$ cat src/rtl/fetch_seq_pkg.sv
// Shared definitions for the fetch sequencer: FSM state encodings, reset PC
// and the alignment helper. The optional alignment check is enabled with the
// FETCH_ALIGN_CHECK_EN macro.
package fetch_seq_pkg;

    // 2-bit fetch FSM encodings; S_HALT is only reachable with the alignment check.
    typedef enum logic [1:0] {
        S_IDLE = 2'd0,
        S_REQ  = 2'd1,
        S_HOLD = 2'd2,
        S_HALT = 2'd3
    } fetch_state_t;

    localparam logic [31:0] PC_RESET = 32'h0000_3000;
    localparam logic [31:0] PC_INC   = 32'd4;

    // True when an address is not word aligned.
    function automatic logic misaligned(input logic [31:0] addr);
        return (addr[1:0] != 2'b00);
    endfunction

endpackage

$ cat src/rtl/fetch_seq_redirect_buf.sv
// Pending redirect target register plus the next-PC priority select:
// a same-cycle redirect beats a pending one, which beats sequential fetch.
module fetch_seq_redirect_buf
    import fetch_seq_pkg::*;
#(
    parameter logic [31:0] PC_STEP = PC_INC
) (
    input  logic        clk,
    input  logic        reset,
    input  logic        redirect_valid,
    input  logic [31:0] redirect_target,
    input  logic        consume,
    input  logic [31:0] pc,
    output logic [31:0] next_pc,
    output logic        pend_valid
);

    logic [31:0] pend_target;

    // Capture a redirect that arrives outside an ack cycle; the ack consumes it.
    always_ff @(posedge clk or negedge reset) begin
        if (!reset) begin
            pend_valid  <= 1'b0;
            pend_target <= 32'h0;
        end else if (consume) begin
            pend_valid <= 1'b0;
        end else if (redirect_valid) begin
            pend_valid  <= 1'b1;
            pend_target <= redirect_target;
        end
    end

    // Next PC priority: live redirect, then pending target, then pc + step (mod 2^32).
    always_comb begin
        next_pc = pc + PC_STEP;
        if (redirect_valid) begin
            next_pc = redirect_target;
        end else if (pend_valid) begin
            next_pc = pend_target;
        end
    end

endmodule

$ cat src/rtl/fetch_seq.sv
// Fetch sequencer: owns the PC, runs the imem req/ack handshake and presents
// each fetched word to ID. Handshakes: imem_req stays high with imem_addr
// stable until a cycle with imem_ack, when imem_rdata is taken; if_valid
// stays high with if_instr/if_pc stable until a cycle with id_ready, which is
// the transfer. Optional alignment check: FETCH_ALIGN_CHECK_EN.
module fetch_seq
    import fetch_seq_pkg::*;
#(
    parameter logic [31:0] RESET_PC = PC_RESET,
    parameter logic [31:0] PC_STEP  = PC_INC
) (
    input  logic         clk,
    input  logic         reset,
    output logic         imem_req,
    output logic [31:0]  imem_addr,
    input  logic         imem_ack,
    input  logic [31:0]  imem_rdata,
    output logic         if_valid,
    output logic [31:0]  if_instr,
    output logic [31:0]  if_pc,
    input  logic         id_ready,
    input  logic         redirect_valid,
    input  logic [31:0]  redirect_target,
    output fetch_state_t state
`ifdef FETCH_ALIGN_CHECK_EN
    ,
    output logic         fetch_adel
`endif
);

    fetch_state_t cur_state;
    fetch_state_t next_state;
    logic [31:0]  pc;
    logic [31:0]  next_pc;
    logic         pend_valid;
    logic         ack_take;

    assign ack_take  = (cur_state == S_REQ) && imem_ack;
    assign imem_addr = pc;
    assign state     = cur_state;

    fetch_seq_redirect_buf #(
        .PC_STEP(PC_STEP)
    ) u_redirect_buf (
        .clk            (clk),
        .reset          (reset),
        .redirect_valid (redirect_valid),
        .redirect_target(redirect_target),
        .consume        (ack_take),
        .pc             (pc),
        .next_pc        (next_pc),
        .pend_valid     (pend_valid)
    );

    // FSM state register.
    always_ff @(posedge clk or negedge reset) begin
        if (!reset) begin
            cur_state <= S_IDLE;
        end else begin
            cur_state <= next_state;
        end
    end

    // Next-state and handshake outputs.
    always_comb begin
        next_state = cur_state;
        imem_req   = 1'b0;
        if_valid   = 1'b0;
        case (cur_state)
            S_IDLE: next_state = S_REQ;
            S_REQ: begin
                imem_req = 1'b1;
                if (imem_ack) begin
                    next_state = S_HOLD;
                end
            end
            S_HOLD: begin
                if_valid = 1'b1;
                if (id_ready) begin
`ifdef FETCH_ALIGN_CHECK_EN
                    next_state = misaligned(pc) ? S_HALT : S_REQ;
`else
                    next_state = S_REQ;
`endif
                end
            end
`ifdef FETCH_ALIGN_CHECK_EN
            S_HALT: next_state = S_HALT;
`endif
            default: next_state = S_IDLE;
        endcase
    end

    // PC and IF/ID output registers, updated only on the ack edge.
    always_ff @(posedge clk or negedge reset) begin
        if (!reset) begin
            pc       <= RESET_PC;
            if_instr <= 32'h0;
            if_pc    <= 32'h0;
        end else if (ack_take) begin
            if_instr <= imem_rdata;
            if_pc    <= pc;
            pc       <= next_pc;
        end
    end

`ifdef FETCH_ALIGN_CHECK_EN
    // Sticky address-error flag raised when a misaligned next PC is selected.
    always_ff @(posedge clk or negedge reset) begin
        if (!reset) begin
            fetch_adel <= 1'b0;
        end else if (ack_take && misaligned(next_pc)) begin
            fetch_adel <= 1'b1;
        end
    end
`endif

endmodule

$ cat config.mk
export PLATFORM = sky130hd
export DESIGN_NAME = fetch_seq
export DESIGN_NICKNAME = d
export VERILOG_FILES = /design/src/rtl/fetch_seq_pkg.sv /design/src/rtl/fetch_seq_redirect_buf.sv /design/src/rtl/fetch_seq.sv
export SDC_FILE = /design/constraint.sdc
export NUM_CORES = 1
export LEC_CHECK = 0
export ABC_AREA = 0
export BUFFER_PORTS_ARGS = -buffer_cell sky130_fd_sc_hd__buf_2
export CAP_MARGIN = 20
export CORE_MARGIN = 2
export CORE_UTILIZATION = 38
export CTS_BUF_LIST = sky130_fd_sc_hd__clkbuf_4 sky130_fd_sc_hd__clkbuf_8
export CTS_CLUSTER_DIAMETER = 60
export CTS_CLUSTER_SIZE = 28
export DETAILED_ROUTE_END_ITERATION = 8
export SLEW_MARGIN = 20
export SYNTH_ARGS = -nofsm -noshare
export SYNTH_HDL_FRONTEND = slang
export SYNTH_SLANG_ARGS = --single-unit
$ cat constraint.sdc
create_clock -name clk -period 5.1 [get_ports clk]
set_clock_uncertainty 0.2 [all_clocks]
set_input_delay 0.51 -clock clk [delete_from_list [all_inputs] [get_ports clk]]
set_output_delay 0.51 -clock clk [all_outputs]
set_load 0.005 [all_outputs]
==> reports/results.md, run 1 <==
| Parameter | This run |
| --- | --- |
| Count of flip-flops with a built-in enable after synthesis | 0 |
| Average cell area after synthesis | 9.51 um2 |
| Number of register bits inferred by synthesis | 131 |
| Clock Latency Late Sink | 0.43 ns |
| Number of hold violations in the final report | 0 |
| Number of rows in the core area | 46 |
| Worst relative slew slack | 27.5% |
| XOR/XNOR Fraction of Synth Area | 0% |
| Slew at the pin closest to its max-slew limit | 1.08 ns |
| Async S/R FF share, synth | 100% |
| Most frequent cells in the layout | nand2_1 (208), buf_2 (167), dfrtp_1 (129), o21ai_0 (40), mux2_2 (32) |
| GRT Overall Usage | 19.9% |
| Final-layout setup total negative slack | 0 ns |
| Post-layout worst setup margin | 2.44 ns |
| CTS tree | built |
| Cell at the root of the clock tree | clkbuf_8 |
| Initial DRT Pass Iterations | 6 |
| Number of antenna violations at the first check in global routing | 0 |
| Vias in the first global route | 5024 |
| Post-DR wirelength/cell | 16.4 um |
| Vias after detailed routing | 5329 |
| Worst Path Required | 5.22 ns |
| Worst setup path startpoint | imem_addr[13] |
| Die span in x | 131 um |
| Footprint of the flip-flops and latches | 0.00328 mm2 |
| Non-Filler Instances | 1020 |
| Proportion of synthesized chip area in sequential cells | 53.7% |
| CORE AREA | 0.0158 mm2 |
| Starting density of the core | 38.6% |
| Synth Area in Compound Gates | 13.4% |
| Type of origin of the critical path | flip-flop |
| Combinational family with the most area after synthesis | simple AND/OR/NAND/NOR gates |
| Lkg Pwr | 3.69 nW |
| Syn_nets | 713 |
| Boundary Pins | 169 |
| Initial detailed-routing violation count | 480 |
| Final nets | 864 |
| Number of setup violations in the final report | 0 |
| Number of instances on the worst hold path | 3 |
| Mapped cell area | 0.00611 mm2 |
| Synth area leader | dfrtp_1 |
| CTS buffer count | 17 |
| Sink Count | 131 |
| Final RePlAce weighted congestion | 0.857 |
| Setup Crit Path Kind | flip-flop to flip-flop |
| Cells after synthesis | 643 |
| Worst r2r src | imem_addr[13] |
| Beginning of the worst hold path | imem_rdata[1] |
| Post-route minimum period | 2.66 ns |
| Arithmetic-cell share of the synthesized area counting full adders, half adders and majority gates | 0.205% |
| Max frequency | 0.376 GHz |
| Fraction of final layout cells sized beyond drive strength 1 | 31.0% |
| Leading cell type in the layout, fill and taps excluded | nand2_1 |
| Reg clk slew, reported paths | 0.07 ns |
| Post-route worst hold slack | 0.0640 ns |
| Final wirelength | 16700 um |
| Register-to-register setup slack | 2.44 ns |
| Fraction of the mapped netlist area in simple logic gates | 22.6% |
| Final-layout fill cell count | 1550 |
| Floorplan die height | 131 um |
| Number of buffers added for setup after CTS | 0 |
| Worst-case clock buffer depth | 2 |
| Max VDD drop | 0.000167 V |
| Worst-case setup slack after placement | 2.31 ns |
| Reported max-cap violation count | 0 |
| Residual DRC | 0 |
| Ys Warns | 0 |
| Signal arrival time at the worst endpoint | 2.78 ns |
| Commonest register cell after synthesis | dfrtp_1 |
| Total inserted antenna cells | 0 |
| Half-perimeter wire length after detailed placement | 11500 um |
| Unrepaired setup endpoints after global routing | false |
| Number of distinct library cells after synthesis | 47 |
| CP endpoint kind | flip-flop |
| Count of input and output buffers | 168 |
| Class of the most critical hold timing path | primary input to flip-flop |
| Multi-input combinational cell area | 0.00262 mm2 |
| Pin count of the biggest net entering global routing | 90 |
| Die area | 0.0171 mm2 |
| Final slew viol count | 0 |
| H-tree depth | 4 |
| Reg2reg path depth | 4 |
| Yosys top cell area share | 52.8% |
| Overall overflow remaining after global route | 0 |
| End point of the worst hold path | if_instr[1] |
| Vias per cell | 5.22 |
| Reg2Reg Capture Point | imem_addr[19] |
| First-pass GRT wire length | 26200 um |
| Status | complete, no violations |
| Worst-path maximum fanout | 11 |
| Number of antenna-violating nets in the routed design | 0 |
| Main area contributors after synthesis | dfrtp_1 (53%), nand2_1 (13%), mux2_2 (5.9%) |
| Post-route fraction of the period consumed by the critical path | 52.2% |
| Multiplexer share of the synthesized area | 6.71% |
| Power per standard cell area | 577 mW/mm2 |
| Layout overhead on the synthesized area | 22.5% |
| Number of placed instances, taps included | 990 |
-- flip-flops by register name, summed over array words and instances, names as in the netlist --
name / count
imem_addr: 32
state: 2
if_pc: 32
u_redirect_buf.pend_valid: 1
if_instr: 32
u_redirect_buf.pend_target: 32
-- cells in the mapped netlist, types with 7 or more instances --
master,instances
inv_1,7
a22oi_1,13
clkbuf_1,27
dfrtp_1,129
a22o_1,14
nor2_1,24
nor3_1,14
nand2_1,208
a31oi_1,9
nand3_1,20
o21ai_0,40
mux2_2,32
buf_2,11
-- layer usage --
| metal | GRT usage, % | part of all wire (%) | up-vias |
|---|---|---|---|
| li1 | - | - | 2548 |
| met3 | 4.56 | 6.8 | 26 |
| met5 | 0 | 0 | - |
| met4 | 8.45 | 2.3 | 0 |
| met2 | 29.6 | 45 | 216 |
| met1 | 28.0 | 46 | 2539 |
-- how the worst max path moves through the flow --
stage	end	slack, ns	cells after the start
finish	imem_addr[19]	2.44	4
global placement	imem_addr[18]	2.35	5
detailed placement	imem_addr[18]	2.31	5
floorplan	imem_addr[26]	2.94	5
CTS	imem_addr[29]	2.44	4
global route	imem_addr[29]	2.25	4
-- layout make-up --
cell class	instances	share of cell area [%]
clock buffers	24	3.91
clock inverters	5	1.07
inverters	7	0.351
multi-input cells	460	35.0
flip-flops and latches	131	43.8
well taps	216	3.61
repair buffers	177	12.2
-- stage by stage --
| step | util (%) | total power, mW | cell area [um2] |
|---|---|---|---|
| 6_report | 47.3 | 4.32 | 7490 |
| 5_1_grt | 47.3 | 4.68 | 7490 |
| 4_1_cts | 47.3 | 4.37 | 7490 |
| 3_5_place_dp | 44.9 | 3.50 | 7110 |
| 3_3_place_gp | 44.9 | 3.44 | 7110 |
| 2_1_floorplan | - | 2.77 | 6110 |
-- power breakdown --
| group | internal [mW] | switching (mW) | leakage [nW] | total (mW) |
|---|---|---|---|---|
| Sequential | 1.49 | 0.454 | 1.59 | 1.94 |
| Clock | 0.471 | 0.372 | 0.189 | 0.843 |
| Combinational | 0.691 | 0.844 | 1.91 | 1.54 |
-- timing repair --
| action | CTS | global route |
|---|---|---|
| resized for setup | 0 | 0 |
| hold buffers | 1 | 0 |
| endpoints found under the hold margin | 87 | 0 |
-- worst max-delay path: stages, from the launching register on --
cell and delay [ns]:
dfstp_2 0.61, nand4_4 0.20, nor4_2 0.97, nand3_1 0.17, a311o_1 0.39
-- kinds of logic (layout without fill, tap and decap cells) --
| logic type | after synthesis | in the layout |
|---|---|---|
| adder cells (fa/ha/maj) | 1 | 1 |
| AO/OA/AOI/OAI | 115 | 115 |
| flip-flops | 131 | 131 |
| AND/OR/NAND/NOR | 307 | 307 |
| buffers and inverters | 52 | 213 |
| multiplexers | 37 | 37 |
Power figures use the tool's default switching activity.
==> run 2: changes to the inputs <==
--- a/config.mk
+++ b/config.mk
@@ -5,7 +5,7 @@
 export SDC_FILE = /design/constraint.sdc
 export NUM_CORES = 1
 export LEC_CHECK = 0
-export ABC_AREA = 0
+export ABC_AREA = 1
 export BUFFER_PORTS_ARGS = -buffer_cell sky130_fd_sc_hd__buf_2
 export CAP_MARGIN = 20
 export CORE_MARGIN = 2
==> constraint.sdc (replaced) <==
create_clock -name clk -period 2.5 [get_ports clk]
set_clock_uncertainty 0.2 [all_clocks]
set_input_delay 0.25 -clock clk [delete_from_list [all_inputs] [get_ports clk]]
set_output_delay 0.25 -clock clk [all_outputs]
set_load 0.005 [all_outputs]
==> reports/results.md, run 2 <==
| Parameter | This run | vs previous |
| --- | --- | --- |
| Top Usage Layer GRT | met2 | unchanged |
| Register-to-register setup slack | 0.51 ns | was 2.44 ns |
| Post-DR wirelength/cell | 15.1 um | was 16.4 um |
| Count of cells resized by post-cts repair | 0 | unchanged |
| CTS buffer count | 17 | unchanged |
| Clock Latency Late Sink | 0.45 ns | was 0.43 ns |
| Final RePlAce weighted congestion | 0.889 | was 0.857 |
| Number of register bits inferred by synthesis | 131 | unchanged |
| First-pass GRT wire length | 29700 um | was 26200 um |
| Unrepaired setup endpoints after global routing | false | unchanged |
| Max frequency | 0.503 GHz | was 0.376 GHz |
| Boundary Pins | 169 | unchanged |
| Most frequent cells in the layout | nand2_1 (254), buf_2 (167), dfrtp_1 (129), dlygate4sd3_1 (67), inv_1 (65) | was nand2_1 (208), buf_2 (167), dfrtp_1 (129), o21ai_0 (40), mux2_2 (32) |
| Floorplan die height | 132 um | was 131 um |
| Commonest register cell after synthesis | dfrtp_1 | unchanged |
| Reported max-cap violation count | 0 | unchanged |
| Capturing instance or port of the critical path | imem_addr[28] | was imem_addr[19] |
| Cell at the root of the clock tree | clkbuf_8 | unchanged |
| Fraction of final layout cells sized beyond drive strength 1 | 25.9% | was 31.0% |
| Signal arrival time at the worst endpoint | 2.10 ns | was 2.78 ns |
| Half-perimeter wire length after detailed placement | 12200 um | was 11500 um |
| Combinational family with the most area after synthesis | simple AND/OR/NAND/NOR gates | unchanged |
| Multiplexer share of the synthesized area | 2.90% | was 6.71% |
| Vias per cell | 4.79 | was 5.22 |
| Synth area leader | dfrtp_1 | unchanged |
| Power share of the clock group | 21.6% | was 19.5% |
| Reg2reg path depth | 6 | was 4 |
| Footprint of the flip-flops and latches | 0.00328 mm2 | unchanged |
| Fraction of the mapped netlist area in simple logic gates | 24.6% | was 22.6% |
| Post-route fraction of the period consumed by the critical path | 79.6% | was 52.2% |
| Final nets | 1033 | was 864 |
| Setup Crit Path Kind | flip-flop to flip-flop | unchanged |
| Initial DRT Pass Iterations | 5 | was 6 |
| Worst r2r src | state[0] | was imem_addr[13] |
| Internal Power | 5.65 mW | was 2.65 mW |
| Net switching power of the design | 3.56 mW | was 1.67 mW |
| Number of antenna violations at the first check in global routing | 0 | unchanged |
| Count of input and output buffers | 168 | unchanged |
| Reg clk slew, reported paths | 0.07 ns | about the same |
| Worst relative slew slack | 55.7% | was 27.5% |
| Vias after detailed routing | 5711 | was 5329 |
| Multi-input combinational cell area | 0.00249 mm2 | was 0.00262 mm2 |
| Vias in the first global route | 5694 | was 5024 |
| Async S/R FF share, synth | 100% | unchanged |
| Layout overhead on the synthesized area | 34.8% | was 22.5% |
| CORE AREA | 0.0159 mm2 | was 0.0158 mm2 |
| Yosys top cell area share | 52.0% | was 52.8% |
| CP endpoint kind | flip-flop | unchanged |
| Most used standard cells in the synthesized netlist | nand2_1 (254), dfrtp_1 (129), inv_1 (65) | was nand2_1 (208), dfrtp_1 (129), o21ai_0 (40) |
| Leading cell type in the layout, fill and taps excluded | nand2_1 | unchanged |
| Status | complete, no violations | unchanged |
| Type of origin of the critical path | flip-flop | unchanged |
| Slew at the pin closest to its max-slew limit | 0.662 ns | was 1.08 ns |
| GRT Overall Usage | 21.5% | was 19.9% |
| Average cell area after synthesis | 8.48 um2 | was 9.51 um2 |
| Final wirelength | 18000 um | was 16700 um |
| Initial detailed-routing violation count | 393 | was 480 |
| XOR/XNOR Fraction of Synth Area | 0.423% | was 0% |
| Post-route minimum period | 1.99 ns | was 2.66 ns |
| Mapped cell area | 0.00620 mm2 | was 0.00611 mm2 |
| Lkg Pwr | 4.25 nW | was 3.69 nW |
| Number of setup violations in the final report | 0 | unchanged |
| Die span in x | 132 um | was 131 um |
| H-tree depth | 4 | unchanged |
| Number of rows in the core area | 46 | unchanged |
| Reg2Reg Capture Point | imem_addr[28] | was imem_addr[19] |
| Met1 Resource Use GR | 29.9% | was 28.0% |
| Count of flip-flops with a built-in enable after synthesis | 0 | unchanged |
| Starting density of the core | 38.9% | was 38.6% |
| Worst-path maximum fanout | 30 | was 11 |
| Worst setup path startpoint | state[0] | was imem_addr[13] |
| Power per standard cell area | 1100 mW/mm2 | was 577 mW/mm2 |
| Library cell with the highest instance count after synthesis | nand2_1 | unchanged |
| Overall Power | 9.21 mW | was 4.32 mW |
| Switching Fraction | 38.7% | about the same |
| Overall overflow remaining after global route | 0 | unchanged |
| Proportion of synthesized chip area in sequential cells | 52.9% | was 53.7% |
| CTS tree | built | unchanged |
| Class of the most critical hold timing path | primary input to flip-flop | unchanged |
| Sink Count | 131 | unchanged |
| Number of antenna-violating nets in the routed design | 0 | unchanged |
| Die area | 0.0174 mm2 | was 0.0171 mm2 |
| Syn_nets | 802 | was 713 |
| Main area contributors after synthesis | dfrtp_1 (52%), nand2_1 (15%), o21ai_0 (5.1%) | was dfrtp_1 (53%), nand2_1 (13%), mux2_2 (5.9%) |
| Cells after synthesis | 732 | was 643 |
| Total inserted antenna cells | 0 | unchanged |
| Max VDD drop | 0.000434 V | was 0.000167 V |
| Number of hold violations in the final report | 0 | unchanged |
| Final slew viol count | 0 | unchanged |
| Synth Area in Compound Gates | 12.0% | was 13.4% |
| Ys Warns | 0 | unchanged |
| Combinational power share | 38.0% | was 35.5% |
| Worst-case clock buffer depth | 2 | unchanged |
| M2 GR Usage | 33.7% | was 29.6% |
| Final-layout setup total negative slack | 0 ns | unchanged |
| Final-layout fill cell count | 1548 | was 1550 |
| Number of distinct library cells after synthesis | 34 | was 47 |
| Residual DRC | 0 | unchanged |
| M3 GR Usage | 4.54% | was 4.56% |
| Pin count of the biggest net entering global routing | 66 | was 90 |
| Arithmetic-cell share of the synthesized area counting full adders, half adders and majority gates | 0.202% | was 0.205% |
| Worst Path Required | 2.61 ns | was 5.22 ns |
| Share of total power in sequential cells | 40.4% | was 45.0% |
run 2: cell types whose count changed after synthesis, sizes merged, moves of 7 or more:
cell / delta
inv: +61
nand2: +53
o21ai: +27
nor2: +25
clkbuf: -20
nand3: +18
mux2: -16
a22o: -14
a221oi: +13
nor3: -13
a21oi: +9
buf: +9
a21boi: +8
nor4: -7
run 2: per-layer routing:
layer	vias to the layer above	part of all wire [%]
met1	2683	47
met2	176	46
li1	2832	-
met4	0	1.5
met3	20	5.4
met5	-	0
run 2: how the worst min path moves through the flow:
stage | endpoint | start | cells after the start
6_report | state[1] | id_ready | 3
5_1_grt | state[1] | id_ready | 3
4_1_cts | state[1] | id_ready | 3
3_5_place_dp | if_pc[23] | reset | 1
3_3_place_gp | if_pc[26] | reset | 1
2_1_floorplan | if_instr[0] | reset | 0
run 2: critical path: stages (launching register included):
cell      delay [ns]
dfrtp_1         0.42
inv_2           0.06
nor2_4          0.12
nand2_4         0.16
buf_4           0.28
a221oi_1        0.47
a21oi_1         0.13
run 2: cell type report:
type | count | share of cell area, %
flip-flops and latches | 131 | 39.2
multi-input cells | 499 | 29.8
repair buffers | 246 | 19.4
clock buffers | 24 | 3.80
well taps | 216 | 3.23
inverters | 68 | 3.05
clock inverters | 8 | 1.47
run 2: per-stage QoR:
step                      utilization (%)  setup WS, ns  cells  hold slack, ns  cell area (um2)
after floorplan                         -         0.914    732          -0.246             6200
after global placement               45.5         0.329   1093          0.0351             7250
after detailed placement             45.5         0.293   1093          0.0360             7250
after CTS                            52.4         0.282   1192          0.0274             8360
after global routing                 52.5         0.411   1192          0.0590             8370
final                                52.5         0.511   1192          0.0548             8370
run 2: logic make-up (layout without fill, tap and decap cells):
group,Yosys count,count (layout)
flip-flops,131,131
adder cells (fa/ha/maj),1,1
AND/OR/NAND/NOR,354,354
XOR/XNOR,3,3
AO/OA/AOI/OAI,125,125
buffers and inverters,102,346
multiplexers,16,16
run 2: timing repair:
item                                   CTS  global route
endpoints found under the hold margin  174             0
buffers inserted                         0             0
hold buffers                            67             0
run 2: power by group through the flow:
stage / Clock (mW) / Combinational [mW] / Sequential [mW]
6_report: 1.99 / 3.50 / 3.72
5_1_grt: 2.11 / 4.00 / 3.85
4_1_cts: 2.03 / 3.52 / 3.71
3_5_place_dp: 0 / 3.42 / 3.73
3_3_place_gp: 0 / 3.34 / 3.75
2_1_floorplan: 0 / 1.98 / 3.71
==> run 3: changes to the inputs <==
==> constraint.sdc (replaced) <==
create_clock -name clk -period 1.95 [get_ports clk]
set_clock_uncertainty 0.2 [all_clocks]
set_input_delay 0.195 -clock clk [delete_from_list [all_inputs] [get_ports clk]]
set_output_delay 0.195 -clock clk [all_outputs]
set_load 0.005 [all_outputs]
==> reports/results.md, run 3 (same netlist as run 2, synthesis figures left out) <==
| Parameter | This run | vs previous |
| --- | --- | --- |
| Status | complete, no violations | unchanged |
| Count of input and output buffers | 168 | unchanged |
| Worst-path maximum fanout | 14 | was 30 |
| Pin count of the biggest net entering global routing | 53 | was 66 |
| Max VDD drop | 0.000568 V | was 0.000434 V |
| Reg2Reg Capture Point | imem_addr[24] | was imem_addr[28] |
| Signal arrival time at the worst endpoint | 2.03 ns | was 2.10 ns |
| Count of cells resized by post-cts repair | 0 | unchanged |
| Vias in the first global route | 5783 | was 5694 |
| Final slew viol count | 0 | unchanged |
| Clock Latency Late Sink | 0.45 ns | about the same |
| Unrepaired setup endpoints after global routing | false | unchanged |
| Final-layout fill cell count | 1543 | was 1548 |
| Type of origin of the critical path | primary input | was flip-flop |
| Boundary Pins | 169 | unchanged |
| Reg2reg path depth | 8 | was 6 |
| Class of the most critical hold timing path | primary input to asynchronous set/reset pin | was primary input to flip-flop |
| Setup Crit Path Kind | primary input to flip-flop | was flip-flop to flip-flop |
| Worst-case setup slack after placement | 0.203 ns | was 0.293 ns |
| Final nets | 1044 | was 1033 |
| CTS buffer count | 17 | unchanged |
| Starting density of the core | 38.9% | unchanged |
| Power per standard cell area | 1370 mW/mm2 | was 1100 mW/mm2 |
| Number of rows in the core area | 46 | unchanged |
| Floorplan die height | 132 um | unchanged |
| Number of antenna violations at the first check in global routing | 0 | unchanged |
| Die span in x | 132 um | unchanged |
| Register-to-register setup slack | 0.19 ns | was 0.51 ns |
| Final wirelength | 18100 um | was 18000 um |
| Worst r2r src | imem_addr[12] | was state[0] |
| Number of placed instances, taps included | 1102 | was 1093 |
| Post-route fraction of the period consumed by the critical path | 95.4% |  |
| CP endpoint kind | flip-flop | unchanged |
| Leading cell type in the layout, fill and taps excluded | nand2_1 | unchanged |
| Final-layout setup total negative slack | 0 ns | unchanged |
| CORE AREA | 0.0159 mm2 | unchanged |
| H-tree depth | 4 | unchanged |
| Total inserted antenna cells | 0 | unchanged |
| Multi-input combinational cell area | 0.00249 mm2 | about the same |
| Number of antenna-violating nets in the routed design | 0 | unchanged |
| Most frequent cells in the layout | nand2_1 (254), buf_2 (167), dfrtp_1 (129), dlygate4sd3_1 (69), inv_1 (65) | was nand2_1 (254), buf_2 (167), dfrtp_1 (129), dlygate4sd3_1 (67), inv_1 (65) |
| Half-perimeter wire length after detailed placement | 12600 um | was 12200 um |
| Post-route worst hold slack | 0.0722 ns | was 0.0548 ns |
| Overall overflow remaining after global route | 0 | unchanged |
| Post-route minimum period | 1.86 ns |  |
| CTS tree | built | unchanged |
| Post-layout worst setup margin | 0.0890 ns | was 0.511 ns |
| Slew at the pin closest to its max-slew limit | 0.526 ns | was 0.662 ns |
| Sink Count | 131 | unchanged |
| Initial detailed-routing violation count | 392 | was 393 |
| Initial DRT Pass Iterations | 4 | was 5 |
| Residual DRC | 0 | unchanged |
| Cell at the root of the clock tree | clkbuf_8 | unchanged |
| Worst Path Required | 2.12 ns | was 2.61 ns |
| Post-DR wirelength/cell | 15.1 um | about the same |
| Worst relative slew slack | 64.9% | was 55.7% |
| GRT Overall Usage | 21.7% | was 21.5% |
| Lkg Pwr | 4.29 nW | was 4.25 nW |
| Vias per cell | 4.85 | was 4.79 |
| Non-Filler Instances | 1203 | was 1192 |
| Number of hold violations in the final report | 0 | unchanged |
| Overall Power | 11.5 mW | was 9.21 mW |
| Final RePlAce weighted congestion | 0.836 | was 0.889 |
| Footprint of the flip-flops and latches | 0.00328 mm2 | unchanged |
| Reported max-cap violation count | 0 | unchanged |
| Number of setup violations in the final report | 0 | unchanged |
| First-pass GRT wire length | 30100 um | was 29700 um |
| Reg clk slew, reported paths | 0.08 ns | was 0.07 ns |
| Worst-case clock buffer depth | 2 | unchanged |
| Max frequency | 0.537 GHz |  |
| Vias after detailed routing | 5838 | was 5711 |
| Layout overhead on the synthesized area | 35.6% | was 34.8% |
| Die area | 0.0174 mm2 | unchanged |
| Fraction of final layout cells sized beyond drive strength 1 | 26.5% | was 25.9% |
[run 3: changes by cell type in the layout (fill, tap and decap cells not counted), sizes merged]
cell,before,now
buf,179,188
bufinv,3,0
clkbuf,24,28
clkinv,2,3
clkinvlp,3,1
dlygate4sd3,67,69
[run 3: where the power goes]
part / total [mW] / switching (mW) / internal [mW]
Combinational: 4.63 / 2.64 / 1.99
Sequential: 4.78 / 0.879 / 3.90
Clock: 2.14 / 1.03 / 1.11
[run 3: critical path, stage by stage]
cell and delay [ns]:
dlygate4sd3_1 0.53, buf_2 0.34, inv_1 0.27, o21ai_0 0.46, a31oi_1 0.08, o21ai_0 0.15
[run 3: how the worst max path moves through the flow]
stage	cells after the start	start	slack, ns	endpoint
6_report	6	redirect_valid	0.09	imem_addr[14]
5_1_grt	6	redirect_valid	0.02	imem_addr[14]
4_1_cts	6	redirect_valid	0.14	imem_addr[14]
3_5_place_dp	5	state[0]	0.20	u_redirect_buf.pend_target[26]
3_3_place_gp	8	imem_addr[12]	0.24	imem_addr[23]
2_1_floorplan	9	imem_addr[3]	0.36	imem_addr[26]
[run 3: cell type report]
class                           instances  share of cell area [%]
Timing Repair Buffer                  257                    20.8
Multi-Input combinational cell        499                    29.6
Tap cell                              216                    3.21
Clock buffer                           28                    4.06
Clock inverter                          4                   0.268
Sequential cell                       131                    39.0
Inverter                               68                    3.03
[run 3: through the flow]
stage	utilization [%]	cell area, um2
6_report	52.8	8410
5_1_grt	52.8	8410
4_1_cts	52.8	8410
3_5_place_dp	46.1	7360
3_3_place_gp	46.1	7360
2_1_floorplan	-	6200
[run 3: what timing repair did]
action,in CTS,in global routing
endpoints found under the hold margin,217,0
hold buffers,69,0
buffers inserted,0,0
[run 3: metal layers]
| layer | GRT usage [%] | routed length [um] |
|---|---|---|
| met5 | 0 | 0 |
| met3 | 4.88 | 1020 |
| met2 | 34.0 | 8240 |
| met4 | 8.33 | 471 |
| met1 | 29.6 | 8380 |
